--- src/rtl/way_hit_encoder.sv ---
// ============================================================================
// Module      : way_hit_encoder
// Description : Registered WAYS-to-index hit encoder with strict/priority
//               modes, miss and multi-hit flags, and a saturating error count.
// Revision    : 1.0 - initial release
// ============================================================================
`default_nettype none

module way_hit_encoder #(
    parameter int WAYS  = 8,
    parameter int IDX_W = $clog2(WAYS),
    parameter int CNT_W = 8
) (
    input  logic             clk,
    input  logic             rst_n,
    input  logic             in_valid,
    output logic             in_ready,
    input  logic [WAYS-1:0]  hit_vec,
    input  logic             mode,
    output logic             out_valid,
    input  logic             out_ready,
    output logic [IDX_W-1:0] out_idx,
    output logic             out_hit,
    output logic             out_miss,
    output logic             out_multi,
    input  logic             err_clr,
    output logic [CNT_W-1:0] err_cnt
);

    localparam logic [CNT_W-1:0] C_CNT_MAX = '1;

    logic             r_valid;
    logic [IDX_W-1:0] r_idx;
    logic             r_hit;
    logic             r_miss;
    logic             r_multi;
    logic [CNT_W-1:0] r_cnt;

    logic             w_accept;
    logic             w_xfer;
    logic             w_any;
    logic             w_multi;
    logic [IDX_W-1:0] w_low;
    logic [IDX_W-1:0] w_idx;
    logic             w_hit;

    assign in_ready = !r_valid || out_ready;
    assign w_accept = in_valid && in_ready;
    assign w_xfer   = r_valid && out_ready;

    // Clearing the lowest set bit leaves something only if two or more were set.
    assign w_any   = |hit_vec;
    assign w_multi = |(hit_vec & (hit_vec - WAYS'(1)));

    always_comb begin
        w_low = '0;
        for (int i = WAYS - 1; i >= 0; i--) begin
            if (hit_vec[i]) begin
                w_low = IDX_W'(i);
            end
        end
    end

    // Strict-mode multi-hit forces index 0 so no junk index reaches the data array.
    assign w_hit = w_any && (!w_multi || mode);
    assign w_idx = w_hit ? w_low : '0;

    always_ff @(posedge clk or negedge rst_n) begin
        if (!rst_n) begin
            r_valid <= 1'b0;
            r_idx   <= '0;
            r_hit   <= 1'b0;
            r_miss  <= 1'b0;
            r_multi <= 1'b0;
        end else if (w_accept) begin
            r_valid <= 1'b1;
            r_idx   <= w_idx;
            r_hit   <= w_hit;
            r_miss  <= !w_any;
            r_multi <= w_multi;
        end else if (w_xfer) begin
            r_valid <= 1'b0;
        end
    end

    always_ff @(posedge clk or negedge rst_n) begin
        if (!rst_n) begin
            r_cnt <= '0;
        end else if (err_clr) begin
            r_cnt <= '0;
        end else if (w_accept && w_multi && (r_cnt != C_CNT_MAX)) begin
            r_cnt <= r_cnt + CNT_W'(1);
        end
    end

    assign out_valid = r_valid;
    assign out_idx   = r_idx;
    assign out_hit   = r_hit;
    assign out_miss  = r_miss;
    assign out_multi = r_multi;
    assign err_cnt   = r_cnt;

endmodule

`default_nettype wire

--- config.mk ---
export PLATFORM = sky130hd
export DESIGN_NAME = way_hit_encoder
export DESIGN_NICKNAME = d
export VERILOG_FILES = /design/src/rtl/way_hit_encoder.sv
export SDC_FILE = /design/constraint.sdc
export NUM_CORES = 1
export LEC_CHECK = 0
export ABC_AREA = 1
export CAP_MARGIN = 10
export CORE_MARGIN = 3
export CORE_UTILIZATION = 45
export DETAILED_ROUTE_END_ITERATION = 12
export PLACE_DENSITY = 0.85
export SLEW_MARGIN = 20
export SYNTH_ARGS = -nofsm -noshare
export SYNTH_HDL_FRONTEND = slang
export SYNTH_SLANG_ARGS = --single-unit
--- constraint.sdc ---
create_clock -name clk -period 1.8 [get_ports clk]
set_input_delay 0.18 -clock clk [delete_from_list [all_inputs] [get_ports clk]]
set_output_delay 0.18 -clock clk [all_outputs]
set_load 0.05 [all_outputs]
==> results of run 1 <==
==> per-stage QoR <==
step                area (um^2)  instances
detailed placement         1260        183
global placement           1260        183
global route               1290        187
CTS                        1290        187
finish                     1290        187
floorplan                   927        129
==> registers in the layout, indices dropped and copies added, names as in the netlist <==
name       flops
out_multi      1
out_idx        3
err_cnt        8
out_valid      1
out_miss       1
out_hit        1
==> final timing paths <==
path	start	to	slack, ps	depth (start not counted)
max	err_cnt[2]$_DFFE_PN0P_	err_cnt[2]	60	1
min	rst_n	err_cnt[0]$_DFFE_PN0P_	290	1
max reg2reg	err_cnt[0]$_DFFE_PN0P_	err_cnt[7]$_DFFE_PN0P_	250	8
min reg2reg	out_multi$_DFFE_PN0P_	out_multi$_DFFE_PN0P_	480	2
max in group asynchronous	rst_n	err_cnt[7]$_DFFE_PN0P_	1110	1
min in group clk	out_multi$_DFFE_PN0P_	out_multi$_DFFE_PN0P_	480	2
==> power by group <==
group          total (mW)  internal, mW  switching [mW]
clock network       0.184        0.0861          0.0981
registers           0.385         0.363          0.0227
logic               0.304         0.111           0.193
total               0.873         0.560           0.313
==> layout make-up <==
type | instances | area, um^2 | area share (%)
multi-input cells | 96 | 483 | 37.5
flip-flops and latches | 15 | 375 | 29.2
repair buffers | 30 | 308 | 23.9
inverters | 17 | 63.8 | 4.96
well taps | 25 | 31.3 | 2.43
clock buffers | 4 | 26.3 | 2.04
==> cell usage in the layout, fill, tap and decap left out, types with 2 or more instances in the layout <==
cell type	instances
inv_1	14
nand2_1	48
nor2_1	10
clkbuf_4	3
dfrtp_1	15
a21oi_1	2
inv_2	2
nor3_1	2
clkdlybuf4s50_1	28
nor2_2	2
o21ai_0	2
nor3b_1	2
nand3_1	11
o21ai_1	3
nand3_2	2
xor2_1	2
==> logic make-up after synthesis <==
group | after synthesis | share of synthesized area, %
AND/OR/NAND/NOR | 82 | 41.5
buffers and inverters | 18 | 7.44
flip-flops | 15 | 40.6
AO/OA/AOI/OAI | 10 | 6.23
XOR/XNOR | 3 | 2.84
adder cells (fa/ha/maj) | 1 | 1.35
==> metal layers <==
| layer | vias to the layer above | global-route usage (%) | routed length [um] | share of wire, % |
|---|---|---|---|---|
| li1 | 473 | - | - | - |
| met3 | 2 | 6.71 | 190 | 9.0 |
| met5 | - | 0 | 0 | 0 |
| met2 | 40 | 29.6 | 1020 | 48 |
| met4 | 0 | 2.62 | 8 | 0.38 |
| met1 | 405 | 22.1 | 893 | 42 |
==> metrics.cfg, run 1 <==
[final_layout]
syn_to_final_growth_pct = 39.2
fillers = 163
n_antenna_cell = 0
fin_util_pct = 70.0
layout-drive-gt1-share_pct = 10.5
final_nets = 178

[grt]
grt_pass1_vias = 816
grt_pass1_wl_mm = 3.55
grt_usage_pct = 17.7
grt_start_max_net_pins = 16
antenna_found_initial = 0
grt_overflow = 0

[setup_path]
cp_num_buf_inv = 1
crit_path_end_kind = primary output
crit_path_max_fanout = 5
cp_cell_sequence = clkdlybuf4s50_1
cp_slowest_cell = clkdlybuf4s50_1
criticalPathCategory = reg2out
slowest_delay_ps = 830
critPathLaunchType = flip-flop
arrival_ps = 1560
crit_family = buffers and inverters
crit_required_ps = 1620

[clock_network]
cts-buffers-inserted = 3
clk_pin_slew_ps = 80
post_cts_buffers = 0
cts-htree-levels = 1
clk_latency_ps = 280
cts_tree = built
clockBufferDepth = 2
clock_sinks = 15
hold_buffers = 0
cts-root-buf = clkbuf_4
cts_resized = 0

[drt]
num_vias = 920
wl_per_cell_um = 11.3
wl_mm = 2.12
drt.antenna.violating_nets = 0
vias_per_cell = 4.92
first_iter_violations = 39
firstDrtPassIters = 4
drc = 0

[power_and_ir_drop]
leakagePower_nw = 0.637
power_density_nw_per_um2 = 678
vdd_ir_drop_max_uv = 429
total_power_mw = 0.873

[outcome]
status = finished, final reports clean

[timing]
whs_ps = 288
relSlewSlack_pct = 57.7
drv_slew = 0
hold_viol_final = 0
fin_tns_setup_ps = 0
finalCritPeriodShare_pct = 96.6
max_freq_ghz = 0.575
worstMarginPinSlew_ps = 632
period_minus_slack_ps = 1740
fin_skew_ps = 0.753
setup_violations = 0
setup_ws_ps = 60.8
rsz0062_at_grt = false

[logic_synthesis]
yosysMostFrequentCell = nand2_1
avgSynthCellArea_um2 = 7.17
synthArstFlopShare_pct = 100
netlist.top_cell.by_area = dfrtp_1
synthFlopType = dfrtp_1
netlist_area_um2 = 925
synth_top_cell_area_share_pct = 40.6
synthTopCellsByCount = nand2_1 (49), dfrtp_1 (15), inv_1 (14), nand3_1 (11), nor2_1 (10)
syn_inst = 129
synth_cell_types = 25
synth_area_leaders = dfrtp_1 (41%), nand2_1 (20%), nand3_1 (6.0%)
synth_warnings = 0
ys_seq_area_share_pct = 40.6
mappedNetlistNets = 144
ys_ff_latch = 15
synth-edff-count = 0

[floorplan]
start_util_pct = 50.3
die_w_um = 51.3
coreArea_um2 = 1840
num_rows = 15
io_pins = 30
die_area_um2 = 2630
die_y_um = 51.3

[placement]
dp_hpwl_mm = 1.69
numPortBuffers = 29
place_ws_ps = 149
place_congestion = 0.847

[flow_run]
drv_cap = 0

[min_path]
hold_class = in2async

Note: power is estimated with default switching activity, not from simulation.
==> run 2: changes to the inputs <==
CORE_MARGIN = 5   (was 3)
==> run 2 against run 1 <==
  * Sequential share of layout area is 0.22 points lower
  * Routed wire length increased by 13%
  * Combinational power is 2% higher
  * Core utilization is 3.9 points lower
  * Clock power rose by 3%
  * Sequential cell count is the same
  * Sequential power is essentially flat
  * Cell area rose by 0.78%
  * Critical path depth unchanged
  * Setup slack worse by 7.0 ps
  * First-iteration DRC count unchanged
  * Cell count rose by 1.6%
  * Critical path type unchanged
  * Largest cell class unchanged
  * Highest routed layer unchanged
==> metrics.cfg, run 2 (same netlist as run 1, synthesis figures left out) <==
[timing]
rsz0062_at_grt = false  ; unchanged
worstMarginPinSlew_ps = 639  ; was 632 ps
drv_slew = 0  ; unchanged
fin_skew_ps = 2.30  ; was 0.753 ps
max_freq_ghz = 0.573  ; was 0.575 GHz
setup_violations = 0  ; unchanged
relSlewSlack_pct = 57.3  ; was 57.7%
hold_viol_final = 0  ; unchanged
fin_tns_setup_ps = 0  ; unchanged
finalCritPeriodShare_pct = 97.0  ; was 96.6%
period_minus_slack_ps = 1750  ; was 1740 ps

[drt]
wl_met3_um = 126  ; was 190 um
top_layer = met4  ; unchanged
route.layer.met1.wl_um = 908  ; was 893 um
drt.antenna.violating_nets = 0  ; unchanged
wl_met2_mm = 1.28  ; was 1.02 mm
num_vias = 973  ; was 920
first_iter_violations = 39  ; unchanged
wl_per_cell_um = 12.5  ; was 11.3 um
firstDrtPassIters = 4  ; unchanged
wl_mm = 2.38  ; was 2.12 mm
drc = 0  ; unchanged
vias_per_cell = 5.12  ; was 4.92

[setup_path]
r2r_setup_slack_ps = 230  ; was 250 ps
critPathLaunchType = flip-flop  ; unchanged
cp_slowest_cell = clkdlybuf4s50_1  ; unchanged
rr_worst_depth = 8  ; unchanged
reg2reg_from = err_cnt[0]$_DFFE_PN0P_  ; unchanged
worstReg2RegEnd = err_cnt[7]$_DFFE_PN0P_  ; unchanged
slowest_delay_ps = 840  ; was 830 ps
arrival_ps = 1570  ; was 1560 ps
crit_path_end_kind = primary output  ; unchanged
criticalPathCategory = reg2out  ; unchanged
crit_path_max_fanout = 5  ; unchanged
crit_family = buffers and inverters  ; unchanged
cp_num_buf_inv = 1  ; unchanged
crit_required_ps = 1620  ; about the same
cp_cell_sequence = clkdlybuf4s50_1  ; unchanged

[floorplan]
die_area_um2 = 3060  ; was 2630 um^2
die_w_um = 55.3  ; was 51.3 um
start_util_pct = 47.1  ; was 50.3%
io_pins = 30  ; unchanged
coreArea_um2 = 1960  ; was 1840 um^2
num_rows = 16  ; was 15
die_y_um = 55.3  ; was 51.3 um

[clock_network]
post_cts_buffers = 0  ; unchanged
cts_resized = 0  ; unchanged
hold_buffers = 0  ; unchanged
cts-buffers-inserted = 3  ; unchanged
cts-htree-levels = 1  ; unchanged
cts_tree = built  ; unchanged
clockBufferDepth = 2  ; unchanged
cts-root-buf = clkbuf_4  ; unchanged
clk_pin_slew_ps = 90  ; was 80 ps
clock_sinks = 15  ; unchanged
clk_latency_ps = 280  ; about the same

[final_layout]
stdcell_area_um2 = 1300  ; was 1290 um^2
fillers = 174  ; was 163
fin_util_pct = 66.1  ; was 70.0%
n_antenna_cell = 0  ; unchanged
layout_commonest_cell = nand2_1  ; unchanged
layout-drive-gt1-share_pct = 11.0  ; was 10.5%
syn_to_final_growth_pct = 40.3  ; was 39.2%
largest_register_ff_count = 8  ; unchanged
final_cell_mix = nand2_1 (48), clkdlybuf4s50_1 (28), dfrtp_1 (15), inv_1 (14), nand3_1 (11)  ; unchanged
final_nets = 179  ; was 178

[grt]
grt_start_max_net_pins = 16  ; unchanged
grt_usage_pct = 16.1  ; was 17.7%
grt_pass1_vias = 949  ; was 816
antenna_found_initial = 0  ; unchanged
grt_pass1_wl_mm = 4.04  ; was 3.55 mm
grt_overflow = 0  ; unchanged

[power_and_ir_drop]
leakagePower_nw = 0.641  ; was 0.637 nW
power_density_nw_per_um2 = 683  ; was 678 nW/um^2
vdd_ir_drop_max_uv = 331  ; was 429 uV

[min_path]
hold_class = in2async  ; unchanged

[placement]
place_area_um2 = 1270  ; was 1260 um^2
numPortBuffers = 29  ; unchanged
dp_hpwl_mm = 1.94  ; was 1.69 mm
place_congestion = 0.824  ; was 0.847

[outcome]
status = finished, final reports clean  ; unchanged

[flow_run]
drv_cap = 0  ; unchanged

## run 2: per-layer routing
layer | track usage (%) | up-vias
li1 | - | 472
met1 | 19.2 | 447
met2 | 27.5 | 48
met3 | 2.80 | 6
met4 | 8.33 | 0
met5 | 0 | -
## run 2: worst max path at each step
stage | slack, ps | to | start | cells after the start
2_1_floorplan | 50 | err_cnt[0]$_DFFE_PN0P_ | err_cnt[0]$_DFFE_PN0P_ | 8
3_5_place_dp | 140 | err_cnt[6]$_DFFE_PN0P_ | hit_vec[0] | 9
4_1_cts | 50 | err_cnt[2] | err_cnt[2]$_DFFE_PN0P_ | 1
5_1_grt | 10 | err_cnt[2] | err_cnt[2]$_DFFE_PN0P_ | 1
6_report | 50 | err_cnt[2] | err_cnt[2]$_DFFE_PN0P_ | 1
3_3_place_gp | 210 | err_cnt[6]$_DFFE_PN0P_ | hit_vec[0] | 9
## run 2: metrics by stage
| step | power, mW | instances | hold WS (ps) | worst slack [ps] |
|---|---|---|---|---|
| 3_5_place_dp | 0.704 | 186 | 474 | 143 |
| 3_3_place_gp | 0.695 | 186 | 465 | 212 |
| 6_report | 0.887 | 190 | 291 | 53.8 |
| 4_1_cts | 0.896 | 190 | 313 | 45.7 |
| 5_1_grt | 0.934 | 190 | 343 | 11.9 |
| 2_1_floorplan | 0.574 | 129 | -116 | 54.6 |
## run 2: cell type report
class | instances | area (um^2) | share of cell area (%)
flip-flops and latches | 15 | 375 | 28.9
clock buffers | 4 | 26.3 | 2.03
repair buffers | 31 | 315 | 24.3
multi-input cells | 96 | 483 | 37.2
inverters | 17 | 63.8 | 4.92
well taps | 27 | 33.8 | 2.60
## run 2: power breakdown
group | internal, mW | switching (mW)
Sequential | 0.363 | 0.0234
Combinational | 0.114 | 0.197
Clock | 0.0859 | 0.104
